<file path="src/rtl/traffic_phase_timer.sv">
// Phase sequencer for one traffic-light approach: divides the system clock to a
// one-second tick, steps RED -> GREEN -> YELLOW -> RED and drives lamps and countdown.
module traffic_phase_timer #(
  parameter int TICKS_PER_SEC = 1000,
  parameter int RED_TIME      = 30,
  parameter int GREEN_TIME    = 25,
  parameter int YELLOW_TIME   = 5
) (
  input  logic       clock1KHz,
  input  logic       rst,
  input  logic       hold,
  input  logic       night,
  output logic       R,
  output logic [7:0] NUM,
  output logic       lamp_red,
  output logic       lamp_yellow,
  output logic       lamp_green,
  output logic       sec_tick,
  output logic [1:0] phase
);
  localparam int PW = (TICKS_PER_SEC > 1) ? $clog2(TICKS_PER_SEC) : 1;

  typedef enum logic [1:0] {RED = 2'd0, GREEN = 2'd1, YELLOW = 2'd2, NIGHT = 2'd3} phase_t;

  phase_t          state, state_n;
  logic [7:0]      num_n;
  logic [PW-1:0]   presc, presc_n;
  logic            tick_n;
  logic            flash, flash_n;
  logic            at_end;

  assign at_end = (presc == PW'(TICKS_PER_SEC - 1));
  assign phase  = state;

  // Priority: rst (in the register) > night > hold > tick.
  always_comb begin
    state_n = state;
    num_n   = NUM;
    presc_n = presc;
    tick_n  = 1'b0;
    flash_n = flash;
    if (state == NIGHT) begin
      if (!night) begin
        state_n = RED;
        num_n   = 8'(RED_TIME);
        presc_n = '0;
        flash_n = 1'b0;
      end else begin
        presc_n = at_end ? '0 : presc + PW'(1);
        if (at_end) begin
          tick_n  = 1'b1;
          flash_n = ~flash;
        end
      end
    end else if (night) begin
      state_n = NIGHT;
      num_n   = 8'd0;
      presc_n = '0;
      flash_n = 1'b1;
    end else if (!hold) begin
      presc_n = at_end ? '0 : presc + PW'(1);
      if (at_end) begin
        tick_n = 1'b1;
        if (NUM > 8'd1) begin
          num_n = NUM - 8'd1;
        end else begin
          case (state)
            RED:     begin state_n = GREEN;  num_n = 8'(GREEN_TIME);  end
            GREEN:   begin state_n = YELLOW; num_n = 8'(YELLOW_TIME); end
            default: begin state_n = RED;    num_n = 8'(RED_TIME);    end
          endcase
        end
      end
    end
  end

  // Lamp and R registers are loaded from the next state so they change on the same edge.
  always_ff @(posedge clock1KHz) begin
    if (rst) begin
      state       <= RED;
      NUM         <= 8'(RED_TIME);
      presc       <= '0;
      sec_tick    <= 1'b0;
      flash       <= 1'b0;
      R           <= 1'b1;
      lamp_red    <= 1'b1;
      lamp_yellow <= 1'b0;
      lamp_green  <= 1'b0;
    end else begin
      state       <= state_n;
      NUM         <= num_n;
      presc       <= presc_n;
      sec_tick    <= tick_n;
      flash       <= flash_n;
      R           <= (state_n == RED);
      lamp_red    <= (state_n == RED);
      lamp_green  <= (state_n == GREEN);
      lamp_yellow <= (state_n == YELLOW) || ((state_n == NIGHT) && flash_n);
    end
  end
endmodule

</file>
<file path="config.mk">
export PLATFORM = sky130hd
export DESIGN_NAME = traffic_phase_timer
export DESIGN_NICKNAME = d
export VERILOG_FILES = /design/src/rtl/traffic_phase_timer.sv
export SDC_FILE = /design/constraint.sdc
export NUM_CORES = 1
export LEC_CHECK = 0
export ABC_CLOCK_PERIOD_IN_PS = 2450
export CAP_MARGIN = 20
export CORE_MARGIN = 3
export CORE_UTILIZATION = 35
export DETAILED_ROUTE_END_ITERATION = 10
export DONT_BUFFER_PORTS = 1
export SYNTH_ARGS = -nofsm -noshare
export SYNTH_HDL_FRONTEND = slang
export SYNTH_SLANG_ARGS = --single-unit
export TNS_END_PERCENT = 20
</file>
<file path="constraint.sdc">
create_clock -name clock1KHz -period 2.45 [get_ports clock1KHz]
set_input_delay 0.245 -clock clock1KHz [delete_from_list [all_inputs] [get_ports clock1KHz]]
set_output_delay 0.245 -clock clock1KHz [all_outputs]
set_load 0.02 [all_outputs]
</file>
==> impl_metrics.env <==
export IMPL_postLayoutCellArea_sq_um=1588
export IMPL_ys_warn_count=0
export IMPL_grt_max_degree=15
export IMPL_hold_violations=0
export IMPL_use_met3_pct=4.909
export IMPL_holdWs_ns=0.02951
export IMPL_grt_pass1_wl_mm=6.168
export IMPL_seqPwrFrac_pct=56.8
export IMPL_wl_per_cell_um=15.81
export IMPL_synth_edf_count=0
export IMPL_slew_violations=0
export IMPL_clock_latency_ns=0.27
export IMPL_viasPerCell=6.000
export IMPL_synth_nets=185
export IMPL_drive_gt1_share_pct=9.714
export IMPL_yosysTopAreaCell="dfxtp_1"
export IMPL_synth_area_sq_um=1513
export IMPL_setup_viol=0
export IMPL_worstMarginPinSlew_ns=0.5096
export IMPL_worst_path_max_delay_cell="or3_1"
export IMPL_hold_path_end="lamp_green$_SDFF_PP0_"
export IMPL_vdd_drop_max_uv=173.6
export IMPL_drc=0
export IMPL_required_ns=2.59
export IMPL_slew_headroom_pct=65.15
export IMPL_clockRootBuffer="clkbuf_8"
export IMPL_synth_main_ff_cell="dfxtp_1"
export IMPL_synth_area_leaders="dfxtp_1, xnor2_1, nand3_1"
export IMPL_seq_area_frac_synth_pct=33.09
export IMPL_cts_setup_buffers=0
export IMPL_htreeDepth=1
export IMPL_path_cells="ha_1, nand3_1, or3_1, o311ai_1, a32oi_1"
export IMPL_cap_violations=0
export IMPL_hp_start="night"
export IMPL_start_util_pct=37.02
export IMPL_clkPwrFrac_pct=30.2
export IMPL_ys_ff_latch=25
export IMPL_synth_top_area_share_pct=33.09
export IMPL_numCtsBuffers=3
export IMPL_post_cts_resized=0
export IMPL_r2r_setup_slack_ns=0.32
export IMPL_fill_cells=432
export IMPL_switching_share_pct=28.06
export IMPL_busiest_layer="met2"
export IMPL_comb_power_share_pct=13.0
export IMPL_dpl_cell_area_sq_um=1543
export IMPL_core_rowCount=23
export IMPL_die_y_um=71.74
export IMPL_fin_crit_sh_pct=86.89
export IMPL_gr_total_overflow=0
export IMPL_globalRouteMet2Util_pct=22.76
export IMPL_crit_path_end_kind="register"
export IMPL_cts_max_path_buffers=2
export IMPL_drtIter0Drc=151
export IMPL_fmax_mhz=469.7
export IMPL_ff2ff_path_depth=5
export IMPL_cts_tree="yes"
export IMPL_io_buffers=0
export IMPL_finalClockSkew_ns=0.005153
export IMPL_hold_path_depth=1
export IMPL_use_met1_pct=19.24
export IMPL_p_int_uw=584.2
export IMPL_dpl_hpwl_mm=2.682
export IMPL_numPlacedInstances=221
export IMPL_drt_wl_total_mm=3.558
export IMPL_area_delta_synth_final_pct=4.963
export IMPL_dr_pass1_iters=4
export IMPL_synth_area_per_cell_sq_um=8.498
export IMPL_reg2reg_from="presc[0]$_SDFFE_PP0P_"
export IMPL_syn_inst=178
export IMPL_status="complete, no violations"
export IMPL_rsz0062_at_grt="false"
export IMPL_cts_sinks=25
export IMPL_grt_pass1_vias=1281
export IMPL_core_area_sq_um=4086
export IMPL_netSwitchingPower_uw=227.8
export IMPL_antenna_found_initial=0
export IMPL_cpPeakStageDelay_ns=0.51
export IMPL_nets=183
export IMPL_hold_path_class="in2reg"
export IMPL_layout_cells_non_filler=225
export IMPL_gp_congestion=0.9141
export IMPL_worstSetupStartpointType="register"
export IMPL_hold_buffers=0
export IMPL_vias=1350
export IMPL_ys_types=54
export IMPL_power_density_nw_per_um2=511.4
export IMPL_antenna_cells=0
export IMPL_final_setup_tns_ns=0
export IMPL_power_leakage_nw=0.5230
export IMPL_timing_rr_end="lamp_yellow$_SDFF_PP0_"
export IMPL_ioPinCount=19
export IMPL_clk_pin_slew_worst_paths_ns=0.08
export IMPL_min_period_ns=2.129
export IMPL_critPathKind="reg2reg"
export IMPL_die_area_sq_um=5147
export IMPL_ant_nets=0
export IMPL_grt_use_total_pct=14.88
export IMPL_die_w_um=71.74
export IMPL_async_flop_share_pct=0
export IMPL_crit_arrival_ns=2.27
export IMPL_worstPathMaxFanout=11
worst max-delay path, delay by kind of cell, from the launching register on:
family,cells,cell delay (ns)
AO/OA/AOI/OAI,2,0.53
adder cells (fa/ha/maj),1,0.24
flip-flops,1,0.40
AND/OR/NAND/NOR,2,0.83
cell type report:
| class | instances | area [sq um] | share of cell area (%) |
|---|---|---|---|
| clock buffer | 4 | 45.04 | 2.837 |
| tap | 50 | 62.56 | 3.940 |
| sequential | 25 | 500.5 | 31.52 |
| timing repair buffer | 3 | 22.52 | 1.418 |
| multi-input combinational | 137 | 934.6 | 58.87 |
| inverter | 6 | 22.52 | 1.418 |
per-layer routing:
| metal | share of wire [%] | vias up |
|---|---|---|
| met3 | 8.3 | 5 |
| met2 | 45 | 50 |
| li1 | - | 674 |
| met1 | 45 | 621 |
| met4 | 1.6 | 0 |
| met5 | 0 | - |
Yosys cell counts (2+ instances only):
master     n
nor2_1    14
nand3b_1   2
o311ai_1   2
a21oi_1    9
o41ai_1    2
nand2_1   13
or3_1      3
o21ai_1    2
mux2i_1    3
dfxtp_1   25
a21o_1     2
o211ai_1   4
ha_1       3
or2_1      2
a211oi_1   4
inv_1      6
nand4_1    5
buf_2      5
nor3_1     7
nor3_2     2
and3_1     4
nand4b_1   2
clkbuf_1   3
a21oi_2    4
a311o_1    3
xnor2_1    8
nand3_1   11
nor4_1     2
how the worst max path moves through the flow:
stage,startpoint,end,slack [ns],depth (start not counted)
after floorplan,NUM[0]$_SDFFE_PP0P_,NUM[7]$_SDFFE_PP0P_,0.58,7
after global routing,presc[0]$_SDFFE_PP0P_,lamp_yellow$_SDFF_PP0_,0.13,5
after detailed placement,presc[0]$_SDFFE_PP0P_,lamp_yellow$_SDFF_PP0_,0.33,5
after global placement,presc[0]$_SDFFE_PP0P_,lamp_yellow$_SDFF_PP0_,0.35,5
after CTS,presc[0]$_SDFFE_PP0P_,lamp_yellow$_SDFF_PP0_,0.32,5
final,presc[0]$_SDFFE_PP0P_,lamp_yellow$_SDFF_PP0_,0.32,5
stage by stage:
step	worst slack, ns	utilization, %	power (mW)
6_report	0.3211	38.85	0.8121
5_1_grt	0.1334	38.85	0.8475
4_1_cts	0.3204	38.85	0.8200
3_5_place_dp	0.3340	37.75	0.5762
3_3_place_gp	0.3457	37.75	0.5739
2_1_floorplan	0.5796	-	0.5559
kinds of logic (layout without fill, tap and decap cells):
group / Yosys count / after routing / share of synthesized area, %
buf+inv: 16 / 13 / 5.128
flops: 25 / 25 / 33.09
xor+xnor: 8 / 8 / 4.632
mux: 5 / 5 / 3.474
compound gates: 45 / 45 / 22.50
fa+ha+maj: 3 / 3 / 2.482
simple gates: 76 / 76 / 28.70
layout by cell type, fill, tap and decap left out, drive strengths merged, types with 3 or more instances in the layout:
cell type / count
nor4: 3
o211ai: 4
nand3: 11
nand4: 5
a21oi: 13
dfxtp: 25
clkbuf: 4
and3: 4
a211oi: 4
a311o: 3
nor2: 14
ha: 3
xnor2: 8
or3: 3
inv: 6
mux2i: 3
nor3: 9
buf: 3
nand2: 14
registers in the layout, indices dropped and copies added, names as in the netlist:
signal	flops
NUM	8
flash	1
lamp_green	1
lamp_red	1
lamp_yellow	1
phase	2
presc	10
sec_tick	1
power groups by stage:
stage,Clock [mW],Combinational [mW],Sequential (mW)
finish,0.245,0.105,0.462
global route,0.265,0.117,0.466
CTS,0.253,0.105,0.462
detailed placement,0,0.105,0.472
global placement,0,0.104,0.470
floorplan,0,0.0938,0.462
Power figures use the tool's default switching activity.
